<file path="src/rtl/ecc_ff_div.sv">
// GF(2^m) field divider q = a / b mod f(z), binary extended Euclid, one reduction step per cycle.
// Optional macro ECC_FF_DIV_CYCLE_CNT_EN adds a cyc_cnt port holding the latency of the last operation.
module ecc_ff_div #(
   parameter int          m    = 163,
   parameter logic [m-1:0] POLY = 163'h0_0000_0000_0000_0000_0000_0000_0000_0000_0000_00C9
) (
   input  logic         clk,
   input  logic         rst_n,
   input  logic         start,
   input  logic [m-1:0] a,
   input  logic [m-1:0] b,
   output logic         busy,
   output logic         done,
   output logic [m-1:0] q,
   output logic         err
`ifdef ECC_FF_DIV_CYCLE_CNT_EN
   ,
   output logic [$clog2(4*m+3)-1:0] cyc_cnt
`endif
);

   localparam int         DW  = $clog2(m + 1);
   localparam logic [m:0] F   = {1'b1, POLY};
   localparam logic [m:0] ONE = {{m{1'b0}}, 1'b1};

   typedef enum logic [1:0] {
      IDLE = 2'd0,
      RUN  = 2'd1,
      FIN  = 2'd2
   } state_t;

   state_t       state, state_nxt;
   logic [m:0]   u, v, g1, g2;
   logic [m:0]   u_nxt, v_nxt, g1_nxt, g2_nxt;
   logic         zero_div, zero_div_nxt;
   logic         busy_nxt, done_nxt, err_nxt;
   logic [m-1:0] q_nxt;
   logic         accept;

   // Leading-one position over the full (m+1)-bit word.
   function automatic logic [DW-1:0] deg_of(input logic [m:0] x);
      logic [DW-1:0] d;
      d = '0;
      for (int i = 0; i <= m; i++) begin
         if (x[i]) d = DW'(i);
      end
      return d;
   endfunction

   // Divide by z modulo f: an odd value gets f added first so the shift is exact.
   function automatic logic [m:0] half(input logic [m:0] x);
      return x[0] ? ((x ^ F) >> 1) : (x >> 1);
   endfunction

   // done is high while back in IDLE, so a start during the done cycle must be blocked here.
   assign accept = (state == IDLE) && start && !done;

   always_comb begin
      state_nxt    = state;
      u_nxt        = u;
      v_nxt        = v;
      g1_nxt       = g1;
      g2_nxt       = g2;
      zero_div_nxt = zero_div;
      busy_nxt     = busy;
      done_nxt     = 1'b0;
      q_nxt        = q;
      err_nxt      = err;
      case (state)
         IDLE: begin
            if (accept) begin
               busy_nxt = 1'b1;
               if (b == '0) begin
                  zero_div_nxt = 1'b1;
                  state_nxt    = FIN;
               end else begin
                  zero_div_nxt = 1'b0;
                  u_nxt        = {1'b0, b};
                  v_nxt        = F;
                  g1_nxt       = {1'b0, a};
                  g2_nxt       = '0;
                  state_nxt    = RUN;
               end
            end
         end
         RUN: begin
            if (u == ONE || v == ONE) begin
               state_nxt = FIN;
            end else if (!u[0]) begin
               u_nxt  = u >> 1;
               g1_nxt = half(g1);
            end else if (!v[0]) begin
               v_nxt  = v >> 1;
               g2_nxt = half(g2);
            end else if (deg_of(u) > deg_of(v)) begin
               u_nxt  = u ^ v;
               g1_nxt = g1 ^ g2;
            end else begin
               v_nxt  = v ^ u;
               g2_nxt = g2 ^ g1;
            end
         end
         FIN: begin
            state_nxt = IDLE;
            busy_nxt  = 1'b0;
            done_nxt  = 1'b1;
            err_nxt   = zero_div;
            if (zero_div)      q_nxt = '0;
            else if (u == ONE) q_nxt = g1[m-1:0];
            else               q_nxt = g2[m-1:0];
         end
         default: state_nxt = IDLE;
      endcase
   end

   always_ff @(posedge clk or negedge rst_n) begin
      if (!rst_n) begin
         state    <= IDLE;
         u        <= '0;
         v        <= '0;
         g1       <= '0;
         g2       <= '0;
         zero_div <= 1'b0;
         busy     <= 1'b0;
         done     <= 1'b0;
         q        <= '0;
         err      <= 1'b0;
      end else begin
         state    <= state_nxt;
         u        <= u_nxt;
         v        <= v_nxt;
         g1       <= g1_nxt;
         g2       <= g2_nxt;
         zero_div <= zero_div_nxt;
         busy     <= busy_nxt;
         done     <= done_nxt;
         q        <= q_nxt;
         err      <= err_nxt;
      end
   end

`ifdef ECC_FF_DIV_CYCLE_CNT_EN
   // Stops counting when busy drops with done, leaving the last latency visible.
   always_ff @(posedge clk or negedge rst_n) begin
      if (!rst_n)      cyc_cnt <= '0;
      else if (accept) cyc_cnt <= '0;
      else if (busy)   cyc_cnt <= cyc_cnt + 1'b1;
   end
`endif

endmodule

</file>
<file path="config.mk">
export PLATFORM = sky130hd
export DESIGN_NAME = ecc_ff_div
export DESIGN_NICKNAME = d
export VERILOG_FILES = /design/src/rtl/ecc_ff_div.sv
export SDC_FILE = /design/constraint.sdc
export NUM_CORES = 2
export LEC_CHECK = 0
export BUFFER_PORTS_ARGS = -buffer_cell sky130_fd_sc_hd__buf_2
export CAP_MARGIN = 10
export CORE_ASPECT_RATIO = 1.5
export CORE_MARGIN = 8
export CORE_UTILIZATION = 61
export DETAILED_ROUTE_END_ITERATION = 8
export GPL_TIMING_DRIVEN = 0
export MAX_ROUTING_LAYER = met4
export PLACE_DENSITY = 0.85
export SLEW_MARGIN = 5
export SYNTH_ARGS = -nofsm -noshare
export SYNTH_HDL_FRONTEND = slang
export SYNTH_SLANG_ARGS = --single-unit
</file>
<file path="constraint.sdc">
create_clock -name clk -period 6.2 [get_ports clk]
set_input_delay 0.62 -clock clk [delete_from_list [all_inputs] [get_ports clk]]
set_output_delay 0.62 -clock clk [all_outputs]
set_load 0.01 [all_outputs]
</file>
==> impl_metrics.yaml <==
yosys:
  yosysSeqAreaShare_pct: 39.7
  synth_nets: 6977
  synth_seq_cells: 825
  synth_cells: 6639
  synth-edff-count: 0
  synth_top_area_share_pct: 39.7
  synthTopCellsByArea: "dfrtp_1 (40%), o21ai_0 (8.8%), nor2_1 (6.0%)"
  ys_warn_count: 0
  ys_types: 72
  syn-cell-area_mm2: 0.0520
  synth_area_leader_cell: "dfrtp_1"
  avgSynthCellArea_um2: 7.84
  synth_flop_cell: "dfrtp_1"
  postSynth.asyncResetShare_pct: 100
route:
  drt.antenna.violating_nets: 0
  via_count: 56400
  route.detailed.drc: 0
  met1_length_mm: 74.1
  drtIter0Drc: 6833
  via_per_inst: 6.66
  top_layer_used: "met4"
  wl_per_cell_um: 25.8
  wl_met2_mm: 100
  routed_wl_mm: 218
  drtPass1Iterations: 9
  routed-wl-met3_mm: 22.7
place:
  post-place-ws_ns: -2.40
  port_buffers: 494
  routabilityCongestion: 1.08
  dpl_cell_area_mm2: 0.0562
  place_hpwl_mm: 161
  dp_cells: 8276
floorplan:
  dieArea_mm2: 0.0951
  die_h_um: 374
  rows: 131
  io_pins: 495
  die_width_um: 254
  start_util_pct: 61.4
  core_region_area_mm2: 0.0847
worst_hold_path:
  hold_path_startpoint: "a[100]"
  hold_path_end: "g1[100]$_DFFE_PN0P_"
  worstHoldPathType: "in -> reg"
  whs_path_depth: 3
status:
  status: "finished, violations left"
  failed_checks: "setup timing"
clock_tree:
  insertion_delay_ns: 0.71
  cts_max_path_buffers: 3
  cts.clk_slew.worst_paths_ns: 0.06
  cts_tree: "built"
  cts_buffers: 83
  h-tree-depth: 3
  root_buffer: "clkbuf_16"
  cts_num_sinks: 825
timing:
  grt_setup_unrepaired: "true"
  drv_slew: 0
  slew_headroom_pct: 8.57
  hold_viol_final: 0
  period_minus_slack_ns: 6.31
  setup_tns_ns: -1.71
  finalClockSkew_ns: 0.0201
  period_share_pct: 102
  worstMarginPinSlew_ns: 1.37
  setup_ws_ns: -0.115
  setup_viol: 76
  fmax_mhz: 158
grt:
  grt_pass1_wl_mm: 327
  grt_use_total_pct: 45.6
  antenna_found_initial: 26
  gr-total-overflow: 0
  grt_pass1_vias: 54600
  grt_max_degree: 117
layout:
  fin_area_mm2: 0.0595
  regArea_mm2: 0.0206
  final_cells: 8462
  syn_to_final_growth_pct: 14.3
  drive_above_1_share_pct: 11.0
  fin_nets: 7572
  n_fill_cell: 7073
  multi_input_area_mm2: 0.0283
setup_path:
  critPathMaxFanout: 10
  crit_path_start: "v[128]$_DFFE_PN0P_"
  crit_type: "reg -> reg"
  reg2reg_from: "v[128]$_DFFE_PN0P_"
  cp-start-kind: "register"
  crit_required_ns: 6.73
  cp.arrival_ns: 6.84
  worstSetupEndpointType: "register"
  rrSetupSlack_ns: -0.11
  ff2ff_path_depth: 20
  worst_r2r_endpoint: "u[37]$_DFFE_PN0P_"
job:
  drv_cap: 0
[worst max-delay path by stage]
stage                    endpoint  cells past startpoint
2_1_floorplan   v[10]$_DFFE_PN0P_                     19
3_3_place_gp    u[78]$_DFFE_PN0P_                      1
3_5_place_dp    v[41]$_DFFE_PN0P_                     21
4_1_cts        g1[53]$_DFFE_PN0P_                     21
5_1_grt         u[37]$_DFFE_PN0P_                     22
6_report        u[37]$_DFFE_PN0P_                     20
[state kept, by name, indices dropped and copies added (netlist names)]
name	cells
busy	1
done	1
err	1
g1	164
g2	164
q	163
state	2
u	164
v	164
zero_div	1
[layout by cell type (no fill, tap or decap), types with 113 or more instances in the layout]
cell	count
mux2i_1	159
a221oi_1	125
nor2b_1	113
clkbuf_1	585
o31ai_1	155
o21ai_0	911
nor4_1	145
dfrtp_1	825
a211oi_1	174
a21oi_1	528
xnor2_1	182
nand2_1	679
xor2_1	147
nor2_1	832
and3_1	234
o21ai_1	160
buf_2	514
[cell usage after synthesis, types with 147 or more instances]
| library cell | n |
|---|---|
| clkbuf_1 | 601 |
| nand2_1 | 679 |
| a21oi_1 | 528 |
| o21ai_0 | 911 |
| mux2i_1 | 159 |
| a211oi_1 | 174 |
| xnor2_1 | 182 |
| nor4_1 | 154 |
| xor2_1 | 147 |
| dfrtp_1 | 825 |
| and3_1 | 234 |
| o31ai_1 | 156 |
| nor2_1 | 832 |
| o21ai_1 | 160 |
[worst max-delay path, stage by stage (launching register included)]
cell and delay (ns):
dfrtp_1 0.36, clkbuf_1 0.26, nor4_1 0.63, o221ai_1 0.26, nor4_1 0.58, o21ai_0 0.43, or3_1 0.51, o22ai_2 0.34
o31a_1 0.26, ha_1 0.18, nor2b_1 0.04, o21ai_0 0.15, a21boi_1 0.13, o31ai_4 0.18, buf_4 0.19, or3_1 0.11
clkbuf_1 0.47, clkbuf_1 0.51, o221ai_1 0.22, o211ai_1 0.14, o21ai_0 0.18
[final cells by class]
cell class | instances | share of cell area, %
Clock inverter | 41 | 1.00
Inverter | 86 | 0.543
Timing Repair Buffer | 512 | 4.67
Antenna cell | 31 | 0.130
Clock buffer | 111 | 3.97
Multi-Input combinational cell | 5017 | 47.6
Sequential cell | 825 | 34.7
Tap cell | 1130 | 2.38
Buffer | 709 | 5.03
[metal layers]
metal	global-route usage, %	vias up
li1	-	24800
met1	50.7	26900
met2	70.3	3656
met3	10.1	1027
met4	35.9	0
met5	-	-
[timing repair]
item	4_1_cts	5_1_grt
resized for setup	40	31
setup buffers	1	2
endpoints found under the hold margin	24	0
pin swaps	4	1
hold buffers	1	0
gates cloned	0	0
setup endpoints to repair	656	529
[stage by stage]
| step | util [%] | hold slack [ns] |
|---|---|---|
| after floorplan | - | 0.324 |
| after global placement | 66.0 | 0.458 |
| after detailed placement | 66.3 | 0.465 |
| after CTS | 70.0 | 0.162 |
| after global routing | 70.2 | 0.194 |
| final | 70.2 | 0.185 |
[logic make-up (layout without fill, tap and decap cells)]
family	Yosys count	after routing	share of synthesized area (%)
compound gates	2270	2270	25.5
simple gates	2250	2250	19.7
flops	825	825	39.7
buf+inv	797	1459	6.27
xor+xnor	329	329	5.54
mux	159	159	3.06
fa+ha+maj	9	9	0.216
other cells	0	31	0
Power is left out: the tool's default activity adds up to more than one toggle a clock period on the data nets, which glitch-free logic cannot reach.
